===== src/rtl/mem_arb_pkg.sv =====
// mem_arb_pkg: shared widths, FSM encodings and grant codes for mem_arbiter
package mem_arb_pkg;
  localparam int DEF_ADDR_W = 9;
  localparam int DEF_DATA_W = 32;
  typedef enum logic [1:0] {
    IDLE  = 2'b00,
    ISSUE = 2'b01,
    RESP  = 2'b10
  } state_t;
  localparam logic GRANT_F = 1'b0;
  localparam logic GRANT_D = 1'b1;
endpackage


===== src/rtl/mem_arbiter.sv =====
// mem_arbiter: round-robin sharing of a single-port, one-cycle-latency memory
// between an instruction-fetch requester and a load/store requester.
module mem_arbiter
  import mem_arb_pkg::*;
#(
  parameter int ADDR_W = DEF_ADDR_W,
  parameter int DATA_W = DEF_DATA_W
) (
  input  logic              Clock,
  input  logic              Resetn,
  input  logic              f_req,
  input  logic [ADDR_W-1:0] f_addr,
  output logic              f_ack,
  output logic [DATA_W-1:0] f_rdata,
  input  logic              d_req,
  input  logic              d_we,
  input  logic [ADDR_W-1:0] d_addr,
  input  logic [DATA_W-1:0] d_wdata,
  output logic              d_ack,
  output logic [DATA_W-1:0] d_rdata,
  output logic              mem_read,
  output logic              mem_write,
  output logic [ADDR_W-1:0] mem_addr,
  output logic [DATA_W-1:0] mem_wdata,
  input  logic [DATA_W-1:0] mem_rdata,
  output logic              busy,
  output logic              grant
);
  state_t              state_q, state_d;
  logic                grant_q, grant_d, last_grant_q, last_grant_d, we_q, we_d;
  logic                mem_read_q, mem_read_d, mem_write_q, mem_write_d;
  logic                f_ack_q, f_ack_d, d_ack_q, d_ack_d;
  logic [ADDR_W-1:0]   mem_addr_q, mem_addr_d;
  logic [DATA_W-1:0]   mem_wdata_q, mem_wdata_d, f_rdata_q, f_rdata_d, d_rdata_q, d_rdata_d;
  logic                pick;
  // When both ask, the one not served last wins.
  assign pick = (f_req && d_req) ? ~last_grant_q : d_req;
  always_comb begin
    state_d      = state_q;
    grant_d      = grant_q;
    last_grant_d = last_grant_q;
    we_d         = we_q;
    mem_addr_d   = mem_addr_q;
    mem_wdata_d  = mem_wdata_q;
    mem_read_d   = 1'b0;
    mem_write_d  = 1'b0;
    f_ack_d      = 1'b0;
    d_ack_d      = 1'b0;
    f_rdata_d    = f_rdata_q;
    d_rdata_d    = d_rdata_q;
    unique case (state_q)
      IDLE: if (f_req || d_req) begin
        state_d     = ISSUE;
        grant_d     = pick;
        we_d        = (pick == GRANT_D) && d_we;
        mem_addr_d  = (pick == GRANT_D) ? d_addr : f_addr;
        mem_wdata_d = (pick == GRANT_D) ? d_wdata : mem_wdata_q;
        mem_read_d  = !we_d;
        mem_write_d = we_d;
      end
      ISSUE: begin
        state_d = RESP;
        f_ack_d = (grant_q == GRANT_F);
        d_ack_d = (grant_q == GRANT_D);
      end
      RESP: begin
        state_d      = IDLE;
        last_grant_d = grant_q;
        f_rdata_d    = (!we_q && grant_q == GRANT_F) ? mem_rdata : f_rdata_q;
        d_rdata_d    = (!we_q && grant_q == GRANT_D) ? mem_rdata : d_rdata_q;
      end
      default: state_d = IDLE;
    endcase
  end
  always_ff @(posedge Clock or negedge Resetn) begin
    if (!Resetn) begin
      state_q      <= IDLE;
      grant_q      <= GRANT_F;
      last_grant_q <= GRANT_D;
      we_q         <= 1'b0;
      mem_addr_q   <= '0;
      mem_wdata_q  <= '0;
      mem_read_q   <= 1'b0;
      mem_write_q  <= 1'b0;
      f_ack_q      <= 1'b0;
      d_ack_q      <= 1'b0;
      f_rdata_q    <= '0;
      d_rdata_q    <= '0;
    end else begin
      state_q      <= state_d;
      grant_q      <= grant_d;
      last_grant_q <= last_grant_d;
      we_q         <= we_d;
      mem_addr_q   <= mem_addr_d;
      mem_wdata_q  <= mem_wdata_d;
      mem_read_q   <= mem_read_d;
      mem_write_q  <= mem_write_d;
      f_ack_q      <= f_ack_d;
      d_ack_q      <= d_ack_d;
      f_rdata_q    <= f_rdata_d;
      d_rdata_q    <= d_rdata_d;
    end
  end
  // Memory data arrives during the ack cycle, so it is forwarded then and held afterwards.
  assign f_rdata   = (f_ack_q && !we_q) ? mem_rdata : f_rdata_q;
  assign d_rdata   = (d_ack_q && !we_q) ? mem_rdata : d_rdata_q;
  assign f_ack     = f_ack_q;
  assign d_ack     = d_ack_q;
  assign mem_read  = mem_read_q;
  assign mem_write = mem_write_q;
  assign mem_addr  = mem_addr_q;
  assign mem_wdata = mem_wdata_q;
  assign busy      = (state_q != IDLE);
  assign grant     = grant_q;
endmodule

===== config.mk =====
export PLATFORM = sky130hd
export DESIGN_NAME = mem_arbiter
export DESIGN_NICKNAME = d
export VERILOG_FILES = /design/src/rtl/mem_arb_pkg.sv /design/src/rtl/mem_arbiter.sv
export SDC_FILE = /design/constraint.sdc
export NUM_CORES = 1
export LEC_CHECK = 0
export CORE_ASPECT_RATIO = 0.6
export CORE_MARGIN = 1.5
export CORE_UTILIZATION = 35
export DETAILED_ROUTE_END_ITERATION = 8
export PLACE_DENSITY = 0.77
export SYNTH_ARGS = -nofsm -noshare
export SYNTH_HDL_FRONTEND = slang
export SYNTH_SLANG_ARGS = --single-unit

===== constraint.sdc =====
create_clock -name Clock -period 1.7 [get_ports Clock]
set_input_delay 0.34 -clock Clock [delete_from_list [all_inputs] [get_ports Clock]]
set_output_delay 0.34 -clock Clock [all_outputs]
set_load 0.02 [all_outputs]

---- Word-level counts from Yosys, hierarchy flattened ----
Cells that the tools add are included.
word-level totals
  flip-flop bits (word level) ............. 114
  bits in latches ......................... 0
  memory bits (writable) .................. 0
  ROM bits ................................ 0
  output and inout port bits .............. 111
  word-level logic and storage cells ...... 44
  memories ................................ 0
cells by class
  add/subtract/negate cells ............... 0
  $mul .................................... 0
  divide/modulo/power cells ............... 0
  order comparisons ....................... 0
  equal/unequal tests ..................... 3
  shift operators ......................... 0
  muxes and demuxes ....................... 12
  bitwise gates (word level) .............. 2
  reductions and logical operators ........ 15
operators with widths
  kind                                                             count
  32-bit 2-to-1 mux                                                2
  9-bit 2-to-1 mux                                                 1
  1-bit 2-to-1 mux                                                 7
  1-bit logical AND                                                6
  2-bit AND reduction                                              3
  2-bit one-hot mux with 2 select lines                            1
  3-bit AND reduction                                              1
  2-bit by 1-bit == test with 1-bit output, second input constant  1
  2-bit == test, second input constant                             1
  1-bit zero test                                                  2
  2-bit zero test                                                  1
  2-bit 2-to-1 mux                                                 1
  2-bit != test, second input constant                             1
  1-bit NOT                                                        2
  2-bit nonzero test                                               1
  1-bit logical OR                                                 1

---- Depth between registers and ports, before layout ----
  depth in word-level cells ............... 6
  mapped depth ............................ 5

---- Least setup slack after synthesis ----
No wires, ideal clock.
  kind .................................... register to output
  start point ............................. register f_ack_q, in the netlist f_ack
  end point ............................... output f_rdata[11]
  arrival time ............................ 1.345 ns
  required time ........................... 1.360 ns
  path slack .............................. 0.015 ns
  stages on the path, launching flop included .. 5
  buffers on the path ..................... 2
  cells stage by stage .................... dfrtp_1 nand2b_1 clkbuf_1 buf_2 mux2_1
on the way
  cells in the longest elaborated chain, start to end .. 2
RTL lines
  item                      RTL line            text
  start: declaration        mem_arbiter.sv:32   logic f_ack_q, f_ack_d, d_ack_q, d_ack_d;
  start signal: assignment  mem_arbiter.sv:98   f_ack_q <= f_ack_d;
  1-bit logical AND         mem_arbiter.sv:105  assign f_rdata = (f_ack_q && !we_q) ? mem_rdata : f_rdata_q;
  32-bit 2-to-1 mux         mem_arbiter.sv:105
  end: declaration          mem_arbiter.sv:14   output logic [DATA_W-1:0] f_rdata,
No other way between the ends.

---- Worst setup path after layout ----
  start point ............................. register we_q
  end point ............................... output f_rdata[16]
on the way
  cells in the longest elaborated chain, start to end .. 3
RTL lines
  item                      RTL line            text
  start: declaration        mem_arbiter.sv:30   logic grant_q, grant_d, last_grant_q, last_grant_d, we_q, we_d;
  start signal: assignment  mem_arbiter.sv:93   we_q <= we_d;
  1-bit zero test           mem_arbiter.sv:105
  1-bit logical AND         mem_arbiter.sv:105
  32-bit 2-to-1 mux         mem_arbiter.sv:105
No other way between the ends.

==> summary.txt <==
Route
  • WL per Instance: 17.0 µm
  • Remaining antenna violation count: 0
  • Total detailed-routing wirelength: 13700 µm
  • Detailed Route Iter0 Violations: 105
  • Total number of vias: 3706
  • First-pass iteration count of the detailed router: 4
  • Ratio of routed vias to standard cells: 4.62
  • # DRC: 0

Synthesis
  • Avg Cell Area, Syn: 15.6 µm²
  • Share of Yosys cell area claimed by the top area cell type: 54.5%
  • Net count after synthesis: 420
  • Number of warning messages in the yosys log: 0
  • Largest cells by area after synthesis: sky130_fd_sc_hd__dfrtp_1, sky130_fd_sc_hd__mux2_2, sky130_fd_sc_hd__mux2_4, sky130_fd_sc_hd__mux2_1, sky130_fd_sc_hd__buf_6
  • Synth area leader: sky130_fd_sc_hd__dfrtp_1
  • Summed instance area of the synthesized netlist: 5190 µm²
  • Number of different library cells in the post-synthesis netlist: 24
  • Portion of the post-synthesis area used by sequential elements: 55.0%
  • Synth Register Bits: 114
  • Gate Count Post-Synth: 333

STA
  • Max-Slew Margin vs Limit: 78.5%
  • Final clock skew: 0.00670 ns
  • Minimum period implied by the final worst setup slack: 2.05 ns
  • Worst hold margin: 0.380 ns
  • Unrepaired setup endpoints after global routing: true
  • Fin crit share: 121%
  • Setup-failing EPs final: 64
  • Number of hold violations in the final report: 0
  • Sum of negative setup slack: -19.08 ns
  • Pins Over Slew Limit: 0
  • Minimum setup slack in the final design: -0.351 ns
  • Max Fclk: 0.488 GHz
  • Slew at the pin closest to its max-slew limit: 0.322 ns

Placement
  • HPWL Detailed: 9140 µm
  • Count of input and output buffers: 197
  • Weighted congestion at the end of routability-driven global placement: 0.743
  • Total placed cells including tap cells: 756
  • Worst Setup Slack post-DPL: -0.316 ns

Setup path
  • Critical path data required time: 1.36 ns
  • Endpoint arrival time on the critical path: 1.71 ns
  • CP max FO: 6
  • Worst setup path endpoint: f_rdata[16]
  • Critical setup path kind: register to output pin
  • Reg2reg end: mem_addr[8]$_DFFE_PN0P_
  • Critical Path Sink Type: output pin
  • Logic depth of the worst register-to-register path: 4
  • CP Launch Point: we_q$_DFFE_PN0P_
  • Register-to-register path setup slack: 0.15 ns
  • CP startpoint kind: register
  • Startpoint of the worst register-to-register path: last_grant_q$_DFFE_PN1P_

Floorplanning
  • Width of the chip: 160 µm
  • Vertical die dimension: 97.3 µm
  • Effective utilization at floorplan: 35.8%
  • Area inside the core boundary: 14500 µm²
  • Number of I/O pins: 198
  • Core Rows: 34
  • Total die area: 15600 µm²

Power and ir drop
  • Clock power frac: 20.5%
  • Register share of total power: 26.6%
  • Internal power summed over all cells: 11.7 mW
  • Net Sw Frac: 35.7%
  • Total net switching power: 6.48 mW
  • Maximum VDD drop: 0.00111 V
  • P per Cell Area: 2110 nW/µm²
  • Power share of the combinational group: 52.9%
  • Leakage power figure: 3.99 nW

Layout
  • Nets@finish: 679
  • Multi-input logic area: 2330 µm²
  • Final instance count without filler cells: 803
  • Most frequent cells in the layout: sky130_fd_sc_hd__mux2_2, sky130_fd_sc_hd__dfrtp_1, sky130_fd_sc_hd__clkdlybuf4s50_1, sky130_fd_sc_hd__buf_6, sky130_fd_sc_hd__dlygate4sd2_1
  • Post-synthesis to final-layout area growth: 65.8%
  • Diodes inserted: 0
  • Register area: 2850 µm²
  • Fraction of final layout cells sized beyond drive strength 1: 57.2%
  • Commonest non-fill, non-tap cell in the layout: sky130_fd_sc_hd__mux2_2
  • Fill cell total of the finished layout: 1188

Clocking
  • Buffer levels on the longest clock path: 2
  • Clock Sinks: 114
  • TritonCTS clock tree: done
  • Level count of the clock H-tree: 4
  • Worst skew pair latency: 0.40 ns
  • Clock root buffer: sky130_fd_sc_hd__clkbuf_16
  • Clock transition time at the flip-flop clock pins of the worst setup and hold paths: 0.06 ns
  • Number of buffers added by the clock tree synthesis step: 17

Global route
  • First-pass GRT wire length: 22100 µm
  • Overall Global Routing Usage: 18.2%
  • Antenna violations before repair: 0
  • Aggregate global routing overflow: 0
  • Maximum number of pins on one net before global-route repair: 42
  • Number of global-route vias before repair: 4177

Run
  • Max cap viols: 0

Outcome
  • Outcome: finished with violations
  • Failing checks: setup timing

Min path
  • Path type of the worst min-delay path: input pin to asynchronous set/reset pin
==> kinds of logic (layout without fill, tap and decap cells) <==
family                 after synthesis  count (layout)  share of synthesized area, %
flip-flops                         114             114                          55.0
multiplexers                       179             179                          39.4
AND/OR/NAND/NOR                     13              13                          1.76
AO/OA/AOI/OAI                        4               4                         0.964
buffers and inverters               23             295                          2.87
==> how the worst min path moves through the flow <==
stage            from                       end  slack [ns]  cells after the start
2_1_floorplan  Resetn           d_ack$_DFF_PN0_        0.04                      0
3_3_place_gp   Resetn  d_rdata_q[8]$_DFFE_PN0P_        0.25                      1
3_5_place_dp   Resetn  d_rdata_q[8]$_DFFE_PN0P_        0.27                      1
4_1_cts        Resetn  f_rdata_q[3]$_DFFE_PN0P_        0.38                      2
5_1_grt        Resetn  d_rdata_q[8]$_DFFE_PN0P_        0.38                      2
6_report       Resetn  f_rdata_q[3]$_DFFE_PN0P_        0.38                      2
==> metal layers <==
| layer | vias to the layer above | track usage [%] | part of all wire (%) | routed length (µm) |
|---|---|---|---|---|
| li1 | 1713 | - | - | - |
| met1 | 1871 | 22.9 | 46 | 6220 |
| met2 | 113 | 29.9 | 48 | 6530 |
| met3 | 9 | 6.44 | 6.0 | 816 |
| met4 | 0 | 4.31 | 0.65 | 89 |
| met5 | - | 0 | 0 | 0 |
==> timing repair <==
item,4_1_cts,5_1_grt
endpoints found under the hold margin,19,0
pin swaps,0,0
setup endpoints to repair,111,64
buffers inserted,7,4
hold buffers,1,0
cloned,2,2
resized for setup,333,95
==> cells in the mapped netlist <==
master and count:
sky130_fd_sc_hd__buf_6 5, sky130_fd_sc_hd__nor2b_1 2, sky130_fd_sc_hd__nor3_1 1, sky130_fd_sc_hd__nor2b_2 1, sky130_fd_sc_hd__or2_1 1, sky130_fd_sc_hd__inv_1 2
sky130_fd_sc_hd__dfstp_2 1, sky130_fd_sc_hd__and2_1 1, sky130_fd_sc_hd__o21bai_4 1, sky130_fd_sc_hd__mux2_1 7, sky130_fd_sc_hd__nor2_4 1, sky130_fd_sc_hd__clkbuf_1 2
sky130_fd_sc_hd__mux2_4 8, sky130_fd_sc_hd__buf_2 10, sky130_fd_sc_hd__and3b_1 1, sky130_fd_sc_hd__dfrtp_1 113, sky130_fd_sc_hd__buf_4 3, sky130_fd_sc_hd__a21bo_4 1
sky130_fd_sc_hd__nor2_1 2, sky130_fd_sc_hd__nor3b_2 1, sky130_fd_sc_hd__clkbuf_2 1, sky130_fd_sc_hd__a21o_1 2, sky130_fd_sc_hd__mux2_2 164, sky130_fd_sc_hd__nand2b_1 2
==> area by class of cell <==
cell class / count / share of cell area (%)
clock buffers: 17 / 4.94
repair buffers: 261 / 29.6
multi-input cells: 196 / 27.0
clock inverters: 15 / 2.27
inverters: 2 / 0.0872
flip-flops and latches: 114 / 33.2
well taps: 198 / 2.88
==> state kept, by name, summed over array words and instances (netlist names) <==
signal	flops
d_ack	1
d_rdata_q	32
we_q	1
mem_wdata	32
state_q	2
f_ack	1
mem_read	1
f_rdata_q	32
mem_write	1
grant	1
last_grant_q	1
mem_addr	9
==> worst max-delay path: stages (launching register included) <==
cell	delay [ns]
sky130_fd_sc_hd__dfrtp_1	0.40
sky130_fd_sc_hd__nand2b_4	0.19
sky130_fd_sc_hd__buf_12	0.14
sky130_fd_sc_hd__buf_16	0.13
sky130_fd_sc_hd__mux2_4	0.31
sky130_fd_sc_hd__buf_6	0.13
==> power by group through the flow <==
stage	registers, mW	logic, mW	clock network (mW)
floorplan	5.34	4.62	0
global placement	4.77	9.28	0
detailed placement	4.85	9.39	0
CTS	4.82	8.64	3.81
global route	5.04	10.1	3.95
finish	4.83	9.60	3.72
==> through the flow <==
step,util [%],area [µm²],power (mW)
finish,59.3,8600,18.2
detailed placement,53.6,7770,14.2
global route,59.3,8600,19.1
global placement,53.6,7770,14.1
CTS,56.8,8240,17.3
floorplan,-,5190,9.97
No activity file was read; power rests on OpenSTA's default activity.
